`src/rtl/axis_pkg.sv`:
```
// axis_pkg: shared mode constants and beat sizing helper for AXI-Stream FIFOs
package axis_pkg;
    localparam int AXIS_CUT_THROUGH = 0;
    localparam int AXIS_STORE_FWD   = 1;
    function automatic int axis_beat_bits(input int data_width, input int user_width);
        return data_width + data_width / 8 + user_width + 1;
    endfunction
endpackage

```
`src/rtl/axis_fifo_ram.sv`:
```
// axis_fifo_ram: simple dual-port storage, synchronous write, asynchronous read
module axis_fifo_ram #(
    parameter int WIDTH = 38,
    parameter int DEPTH = 16
) (
    input  logic                     clk,
    input  logic                     we,
    input  logic [$clog2(DEPTH)-1:0] waddr,
    input  logic [WIDTH-1:0]         wdata,
    input  logic [$clog2(DEPTH)-1:0] raddr,
    output logic [WIDTH-1:0]         rdata
);
    logic [WIDTH-1:0] mem [DEPTH];
    always_ff @(posedge clk)
        if (we) mem[waddr] <= wdata;
    assign rdata = mem[raddr];
endmodule

```
`src/rtl/axis_pkt_fifo.sv`:
```
// axis_pkt_fifo: AXI4-Stream FIFO with cut-through and store-and-forward modes
module axis_pkt_fifo
    import axis_pkg::*;
#(
    parameter int DATA_WIDTH   = 32,
    parameter int USER_WIDTH   = 1,
    parameter int DEPTH        = 16,
    parameter int PACKET_MODE  = AXIS_CUT_THROUGH,
    parameter int AFULL_THRESH = DEPTH - 2
) (
    input  logic                       clk,
    input  logic                       reset_n,
    input  logic [DATA_WIDTH-1:0]      S_TDATA,
    input  logic [DATA_WIDTH/8-1:0]    S_TKEEP,
    input  logic [USER_WIDTH-1:0]      S_TUSER,
    input  logic                       S_TLAST,
    input  logic                       S_TVALID,
    output logic                       S_TREADY,
    output logic [DATA_WIDTH-1:0]      M_TDATA,
    output logic [DATA_WIDTH/8-1:0]    M_TKEEP,
    output logic [USER_WIDTH-1:0]      M_TUSER,
    output logic                       M_TLAST,
    output logic                       M_TVALID,
    input  logic                       M_TREADY,
    output logic [$clog2(DEPTH):0]     fill_level,
    output logic [$clog2(DEPTH):0]     pkt_count,
    output logic                       almost_full
);
    localparam int AW = $clog2(DEPTH);
    localparam int CW = AW + 1;
    localparam logic [CW-1:0] FULL = CW'(DEPTH);
    localparam logic [CW-1:0] AF   = CW'(AFULL_THRESH);
    typedef struct packed {
        logic [DATA_WIDTH-1:0]   data;
        logic [DATA_WIDTH/8-1:0] keep;
        logic [USER_WIDTH-1:0]   user;
        logic                    last;
    } axis_beat_t;
    axis_beat_t wr_beat, rd_beat;
    logic [AW-1:0] wr_ptr, rd_ptr;
    logic run, flush, wr, rd;
    assign wr_beat = '{data: S_TDATA, keep: S_TKEEP, user: S_TUSER, last: S_TLAST};
    axis_fifo_ram #(.WIDTH(axis_beat_bits(DATA_WIDTH, USER_WIDTH)), .DEPTH(DEPTH)) u_ram (
        .clk   (clk),
        .we    (wr),
        .waddr (wr_ptr),
        .wdata (wr_beat),
        .raddr (rd_ptr),
        .rdata (rd_beat)
    );
    // run keeps S_TREADY low until the first edge after reset release
    always_comb begin
        S_TREADY    = run && fill_level != FULL;
        M_TVALID    = fill_level != '0 && (PACKET_MODE == AXIS_CUT_THROUGH || pkt_count != '0 || flush);
        wr          = S_TVALID && S_TREADY;
        rd          = M_TVALID && M_TREADY;
        almost_full = fill_level >= AF;
        M_TDATA     = rd_beat.data;
        M_TKEEP     = rd_beat.keep;
        M_TUSER     = rd_beat.user;
        M_TLAST     = rd_beat.last;
    end
    // flush breaks the deadlock of a packet that cannot fit: full with no TLAST stored
    always_ff @(posedge clk or negedge reset_n) begin
        if (!reset_n) begin
            run        <= 1'b0;
            wr_ptr     <= '0;
            rd_ptr     <= '0;
            fill_level <= '0;
            pkt_count  <= '0;
            flush      <= 1'b0;
        end else begin
            run        <= 1'b1;
            wr_ptr     <= wr ? wr_ptr + AW'(1) : wr_ptr;
            rd_ptr     <= rd ? rd_ptr + AW'(1) : rd_ptr;
            fill_level <= fill_level + CW'(wr) - CW'(rd);
            pkt_count  <= pkt_count + CW'(wr && S_TLAST) - CW'(rd && rd_beat.last);
            if (rd && rd_beat.last)
                flush <= 1'b0;
            else if (PACKET_MODE == AXIS_STORE_FWD && fill_level == FULL && pkt_count == '0)
                flush <= 1'b1;
        end
    end
endmodule
```
`config.mk`:
```
export PLATFORM = sky130hd
export DESIGN_NAME = axis_pkt_fifo
export DESIGN_NICKNAME = d
export VERILOG_FILES = /design/src/rtl/axis_pkg.sv /design/src/rtl/axis_fifo_ram.sv /design/src/rtl/axis_pkt_fifo.sv
export SDC_FILE = /design/constraint.sdc
export NUM_CORES = 1
export LEC_CHECK = 0
export CAP_MARGIN = 15
export CORE_MARGIN = 10
export CORE_UTILIZATION = 65
export CTS_BUF_LIST = sky130_fd_sc_hd__clkbuf_8 sky130_fd_sc_hd__clkbuf_16
export DETAILED_ROUTE_END_ITERATION = 10
export PLACE_DENSITY_LB_ADDON = 0.3
export SLEW_MARGIN = 20
export SYNTH_ARGS = -nofsm -noshare
export SYNTH_HDL_FRONTEND = slang
export SYNTH_SLANG_ARGS = --single-unit
```
`constraint.sdc`:
```
create_clock -name clk -period 12.2 [get_ports clk]
set_input_delay 3.05 -clock clk [delete_from_list [all_inputs] [get_ports clk]]
set_output_delay 3.05 -clock clk [all_outputs]
set_load 0.005 [all_outputs]
```
==> results of run 1 <==
==> worst reg2reg max path, cell delays in order, from the launching register on <==
cell,delay (ps)
dfrtp_4,700
buf_4,730
buf_4,920
mux4_2,650
a211oi_2,270
nor3_1,90
ha_1,270
inv_1,50
ha_1,150
inv_1,60
fa_1,420
inv_1,80
a21o_1,110
a21oi_1,70
xnor2_1,130
==> layout make-up <==
cell class / count / area, um2 / area share, %
multi-input cells: 358 / 5060 / 18.4
flip-flops and latches: 627 / 18700 / 68.3
clock inverters: 48 / 367 / 1.34
clock buffers: 59 / 1480 / 5.38
inverters: 18 / 67.6 / 0.246
repair buffers: 120 / 1130 / 4.12
well taps: 468 / 586 / 2.13
diodes: 1 / 2.50 / 0.00912
==> flip-flops by register name (all words and copies together) (netlist names) <==
name / cells
u_ram.mem: 608
fill_level: 5
pkt_count: 5
rd_ptr: 4
wr_ptr: 4
run: 1
==> logic make-up (layout without fill, tap and decap cells) <==
family          Yosys count  after routing  share of synthesized area [%]
xor+xnor                 13             13                          0.474
compound gates           87             87                           2.69
buf+inv                  72            245                           1.52
other cells               1              2                         0.0156
simple gates             84             84                           1.47
mux                     152            152                           14.7
flops                   627            627                           78.0
fa+ha+maj                21             21                           1.16
==> metrics by stage <==
step,worst slack [ps],instance area (um2),power (mW),hold WS (ps),utilization (%)
floorplan,5450,24000,3.75,502,-
global placement,5270,25600,4.39,512,70.0
detailed placement,5210,25600,4.43,518,70.0
CTS,4510,27400,6.19,534,75.1
global route,4280,27400,6.39,558,75.1
finish,4690,27400,6.14,527,75.1
==> synth_stat cells (all sizes together), types with 3 or more instances <==
| cell | n | area share (%) |
|---|---|---|
| inv | 18 | 0.28 |
| buf | 32 | 0.88 |
| ha | 19 | 0.99 |
| nand2 | 52 | 0.81 |
| a21o | 3 | 0.094 |
| nor3 | 5 | 0.10 |
| a21oi | 5 | 0.10 |
| nand2b | 3 | 0.078 |
| edfxtp | 608 | 76 |
| mux4 | 152 | 15 |
| xnor2 | 11 | 0.40 |
| nor2b | 3 | 0.078 |
| dfrtp | 19 | 2.0 |
| a22oi | 74 | 2.3 |
| clkbuf | 22 | 0.36 |
| nor2 | 16 | 0.25 |
==> how the worst max path moves through the flow <==
stage                                      from                         to  slack (ps)  cells past startpoint
after global routing      rd_ptr[0]$_DFFE_PN0P_                 M_TKEEP[2]        4280                      6
after floorplan                        S_TVALID  u_ram.mem[3][0]$_DFFE_PP_        5450                      4
after CTS                 rd_ptr[0]$_DFFE_PN0P_                 M_TKEEP[2]        4510                      6
after global placement    rd_ptr[0]$_DFFE_PN0P_                    M_TLAST        5270                      6
after detailed placement  rd_ptr[0]$_DFFE_PN0P_                    M_TLAST        5210                      6
final                     rd_ptr[0]$_DFFE_PN0P_                 M_TKEEP[2]        4690                      6
==> layer usage <==
| layer | share of wire, % | wire (um) | global-route usage [%] |
|---|---|---|---|
| met1 | 37 | 19200 | 31.5 |
| met2 | 52 | 26900 | 39.3 |
| met3 | 9.2 | 4800 | 5.15 |
| met4 | 2.4 | 1250 | 7.02 |
| met5 | 0 | 0 | 0 |
==> where the power goes <==
group / internal (mW) / total, mW / leakage (nW) / switching, mW
Sequential: 2.50 / 2.63 / 5.70 / 0.129
Combinational: 0.895 / 1.75 / 2.28 / 0.860
Clock: 0.999 / 1.76 / 0.953 / 0.756
Total: 4.40 / 6.14 / 8.93 / 1.75
==> summary.txt, run 1 <==
Setup path
  • FF-to-FF Start: rd_ptr[0]$_DFFE_PN0P_
  • Crit start category: flip-flop
  • Most frequent CP cell: buf_4
  • Flop-to-flop setup slack: 7370 ps
  • CP arrival: 4460 ps
  • Critical path class: reg -> out
  • Critical Path RT: 9150 ps
  • Buf/Inv on CP: 3
  • Crit path capture type: output port
  • Max FO, Critical Path: 52
  • Worst reg2reg endpoint: pkt_count[4]$_DFF_PN0_
  • Slowest CP cell: buf_4
  • Critical-path cell list: buf_4 -> buf_4 -> mux4_2 -> a22oi_1 -> nand2_1 -> clkdlybuf4s50_1
  • Critical path's largest stage delay: 890 ps
  • R2r worst-path depth: 14
  • Delay-heaviest family, CP: buffers and inverters

Timing
  • Slew @ Worst Pin: 1060 ps
  • Max-slew headroom: 29.1%
  • Period minus WS final: 7510 ps
  • Final hold vios: 0
  • Final setup TNS: 0 ps
  • Clock Skew: 18.1 ps
  • Slew Limit Fails: 0
  • Part of the cycle the worst path needs: 61.5%
  • Unrepaired setup endpoints after global routing: no
  • Final setup viols: 0
  • Fmax: 133 MHz

Layout
  • Fillers: 1866
  • Cell Count, Final, Fillers Out: 1699
  • Final net count: 1246
  • Most frequent cells in the layout: 608 x edfxtp_1, 124 x mux4_2, 92 x clkdlybuf4s50_1
  • Layout cells sized above 1: 20.7%
  • Area Growth Syn to Fin: 14.2%
  • Commonest non-fill, non-tap cell in the layout: edfxtp_1

Min path
  • Hold Path Stages: 1
  • Hold Path Origin: pkt_count[0]$_DFF_PN0_
  • Worst hold path class: reg -> reg
  • Worst Hold Path EP: pkt_count[0]$_DFF_PN0_

Floorplanning
  • Die width: 212 um
  • Rows: 70
  • Core ar.: 0.0365 mm2
  • Initial core utilization: 65.8%
  • Area of the die: 0.0450 mm2
  • Height of the die: 212 um
  • # IOs: 93

Yosys
  • Share of synthesized registers carrying an async set or reset: 3.03%
  • Mapped Area: 0.0240 mm2
  • Ys Warns: 0
  • Post-Synthesis Cells: 1057
  • Synthesized flop and latch total: 627
  • Post-synth cell types: 32
  • Syn Nets: 1120
  • Post-synth EDFFs: 608
  • Top FF cell, synth: edfxtp_1
  • Syn avg cell area: 22.7 um2
  • Seq/Total Area, Yosys: 78.0%

Detailed routing
  • WL/cell: 30.7 um
  • Vias per cell: 6.75
  • TritonRoute pass-1 iters: 7
  • Routed WL: 52100 um
  • ANT nets after route: 0
  • DRC violation total after the first TritonRoute iteration: 1325
  • Vias: 11500
  • Post-route DRC: 0

Placement
  • DP HPWL: 26600 um
  • Post-Place Cells: 1591
  • Placer's final routability congestion estimate: 0.758
  • Buffers on Ports: 92

Global route
  • GR Overflow Total: 0
  • Total GRT Usage: 23.8%
  • Initial antenna violation count: 1
  • Number of global-route vias before repair: 11900
  • First-pass GRT wire length: 77300 um
  • Pin count of the biggest net entering global routing: 54

Flow run
  • Max cap viols: 0

Clock tree
  • CTS Hold Buffers Added: 0
  • Number of setup buffers added after CTS: 0
  • H-tree depth: 2
  • Number of CTS-inserted buffers: 58
  • CTS sink cnt: 627
  • Clk root buf: clkbuf_16
  • Clock buffer depth: 3
  • CTS tree: built
  • Cts repair resizes: 0
  • Worst skew pair latency: 620 ps
  • Worst-path clk slew: 60 ps

Power
  • PD cells: 224 mW/mm2
  • Max rail drop VDD: 0.172 mV
  • Leak Pwr: 8.93 nW

Outcome
  • Status: finished, final reports clean
Power figures use the tool's default switching activity.
==> run 2, diff against run 1 <==
- CORE_UTILIZATION: 65 -> 60
- clock period: 12.2 -> 6.97 ns (I/O delays scaled with it)
==> run 2 against run 1 <==
Net effect: worst hold slack got worse by 14 ps; global-route usage fell by 2.6 points; sequential power rose by 75%; cell area rose by 0.43%; non-clock buffer count fell by 3; cell count rose by 2.8%; die area rose by 7.5%; sequential share of layout area fell by 0.29 points; first-iteration DRC count fell by 11%; clock skew fell by 6.9 ps; critical path depth fell by 1; largest cell class unchanged.
==> summary.txt, run 2 (same netlist as run 1, synthesis figures left out) <==
Layout
  • Final net count: 1243 (was 1246)
  • Max reg flops: 608 (unchanged)
  • Most frequent cells in the layout: 608 x edfxtp_1, 124 x mux4_2, 92 x clkdlybuf4s50_1 (unchanged)
  • Top flop regs: u_ram.mem: 608 flops, fill_level: 5 flops, pkt_count: 5 flops (unchanged)
  • Layout cells sized above 1: 20.9% (was 20.7%)
  • Largest reg by FF count: u_ram.mem (unchanged)
  • Commonest non-fill, non-tap cell in the layout: edfxtp_1 (unchanged)
  • Area Growth Syn to Fin: 14.7% (was 14.2%)
  • N_diodes: 0 (was 1)
  • Fillers: 2363 (was 1866)
  • Core Util, Final: 69.5% (was 75.1%)

Setup path
  • Critical path class: reg -> out (unchanged)
  • Flop-to-flop setup slack: 3550 ps (was 7370 ps)
  • FF-to-FF Start: rd_ptr[0]$_DFFE_PN0P_ (unchanged)
  • Max FO, Critical Path: 48 (was 52)
  • R2r worst-path depth: 13 (was 14)
  • Crit path capture type: output port (unchanged)
  • Critical Path RT: 5230 ps (was 9150 ps)
  • Worst reg2reg endpoint: pkt_count[4]$_DFF_PN0_ (unchanged)
  • Crit start category: flip-flop (unchanged)
  • CP arrival: 3420 ps (was 4460 ps)

Detailed routing
  • Wire length on met3: 2930 um (was 4800 um)
  • Vias: 11100 (was 11500)
  • Routed length on met1: 19400 um (was 19200 um)
  • Highest Signal Layer: met5 (was met4)
  • TritonRoute pass-1 iters: 5 (was 7)
  • ANT nets after route: 0 (unchanged)
  • Vias per cell: 6.37 (was 6.75)
  • Routed WL: 49800 um (was 52100 um)
  • WL/cell: 28.5 um (was 30.7 um)
  • DRC violation total after the first TritonRoute iteration: 1180 (was 1325)
  • Post-route DRC: 0 (unchanged)
  • Met2 Wirelength: 26100 um (was 26900 um)

Floorplanning
  • Die width: 220 um (was 212 um)
  • Height of the die: 220 um (was 212 um)
  • # IOs: 93 (unchanged)
  • Rows: 73 (was 70)
  • Core ar.: 0.0396 mm2 (was 0.0365 mm2)
  • Area of the die: 0.0484 mm2 (was 0.0450 mm2)
  • Initial core utilization: 60.6% (was 65.8%)

Timing
  • Slew @ Worst Pin: 1130 ps (was 1060 ps)
  • Hold slack: 513 ps (was 527 ps)
  • Period minus WS final: 5160 ps
  • Final worst-path setup slack: 1810 ps (was 4690 ps)
  • Slew Limit Fails: 0 (unchanged)
  • Final setup viols: 0 (unchanged)
  • Final setup TNS: 0 ps (unchanged)
  • Unrepaired setup endpoints after global routing: no (unchanged)
  • Clock Skew: 11.3 ps (was 18.1 ps)
  • Final hold vios: 0 (unchanged)
  • Fmax: 194 MHz
  • Part of the cycle the worst path needs: 74.0%
  • Max-slew headroom: 24.5% (was 29.1%)

Flow run
  • Max cap viols: 0 (unchanged)

Min path
  • Worst Hold Path EP: pkt_count[0]$_DFF_PN0_ (unchanged)
  • Worst hold path class: reg -> reg (unchanged)
  • Hold Path Origin: pkt_count[0]$_DFF_PN0_ (unchanged)
  • Hold Path Stages: 1 (unchanged)

Global route
  • Initial antenna violation count: 1 (unchanged)
  • GR Overflow Total: 0 (unchanged)
  • Total GRT Usage: 21.1% (was 23.8%)
  • First-pass GRT wire length: 75400 um (was 77300 um)
  • Number of global-route vias before repair: 11900 (about the same)
  • Pin count of the biggest net entering global routing: 71 (was 54)

Power
  • Leak Pwr: 8.92 nW (was 8.93 nW)
  • PD cells: 393 mW/mm2 (was 224 mW/mm2)
  • Max rail drop VDD: 0.311 mV (was 0.172 mV)

Clock tree
  • CTS Hold Buffers Added: 0 (unchanged)
  • CTS tree: built (unchanged)
  • Cts repair resizes: 0 (unchanged)
  • Worst skew pair latency: 610 ps (was 620 ps)
  • CTS sink cnt: 627 (unchanged)
  • Number of CTS-inserted buffers: 58 (unchanged)
  • Clock buffer depth: 3 (unchanged)
  • Number of setup buffers added after CTS: 0 (unchanged)
  • Worst-path clk slew: 60 ps (about the same)
  • H-tree depth: 2 (unchanged)
  • Clk root buf: clkbuf_16 (unchanged)

Placement
  • Dpl ws: 2370 ps (was 5210 ps)
  • DP HPWL: 26300 um (was 26600 um)
  • Placer's final routability congestion estimate: 0.738 (was 0.758)
  • Buffers on Ports: 92 (unchanged)

Outcome
  • Status: finished, final reports clean (unchanged)
[run 2: cell count changes in the layout (fill, tap and decap cells not counted), sizes merged]
cell,change
inv,-3
clkbuf,-1
diode,-1
clkinvlp,+1
clkinv,-4
buf,-3
bufinv,+2
[run 2: metrics by stage]
step,instances,total power [mW],area [um2]
2_1_floorplan,1057,6.56,24000
3_3_place_gp,1645,7.74,25700
3_5_place_dp,1645,7.79,25700
4_1_cts,1747,10.9,27500
5_1_grt,1747,11.3,27500
6_report,1747,10.8,27500
[run 2: critical path, stage by stage (launching register included)]
cell             delay [ps]
dfrtp_4                 900
buf_4                   590
mux4_2                  410
a22oi_1                 220
nand2_1                 150
clkdlybuf4s50_1         490
[run 2: worst max-delay path by stage]
stage | from | endpoint | slack (ps) | cells past startpoint
after floorplan | S_TVALID | u_ram.mem[3][0]$_DFFE_PP_ | 1530 | 4
after global placement | S_TVALID | u_ram.mem[13][14]$_DFFE_PP_ | 2440 | 5
after detailed placement | S_TVALID | u_ram.mem[13][14]$_DFFE_PP_ | 2370 | 5
after CTS | rd_ptr[0]$_DFFE_PN0P_ | M_TDATA[4] | 1750 | 5
after global routing | rd_ptr[0]$_DFFE_PN0P_ | M_TDATA[4] | 1580 | 5
final | rd_ptr[1]$_DFFE_PN0P_ | M_TDATA[20] | 1810 | 5
[run 2: layout make-up]
type	instances	area [um2]	share of cell area (%)
Tap cell	525	657	2.38
Inverter	18	67.6	0.245
Multi-Input combinational cell	358	5060	18.4
Timing Repair Buffer	117	1150	4.16
Clock inverter	44	425	1.54
Clock buffer	58	1450	5.27
Sequential cell	627	18700	68.0
[run 2: where the power goes]
| group | leakage [nW] | switching [mW] | internal (mW) | total, mW |
|---|---|---|---|---|
| clock network | 0.952 | 1.33 | 1.80 | 3.13 |
| registers | 5.70 | 0.204 | 4.38 | 4.59 |
| logic | 2.27 | 1.51 | 1.58 | 3.10 |
| total | 8.92 | 3.05 | 7.77 | 10.8 |
[run 2: layer usage]
layer,global-route usage (%),up-vias
li1,-,4712
met1,27.3,5930
met2,36.0,388
met3,3.91,99
met4,6.78,2
met5,0,-
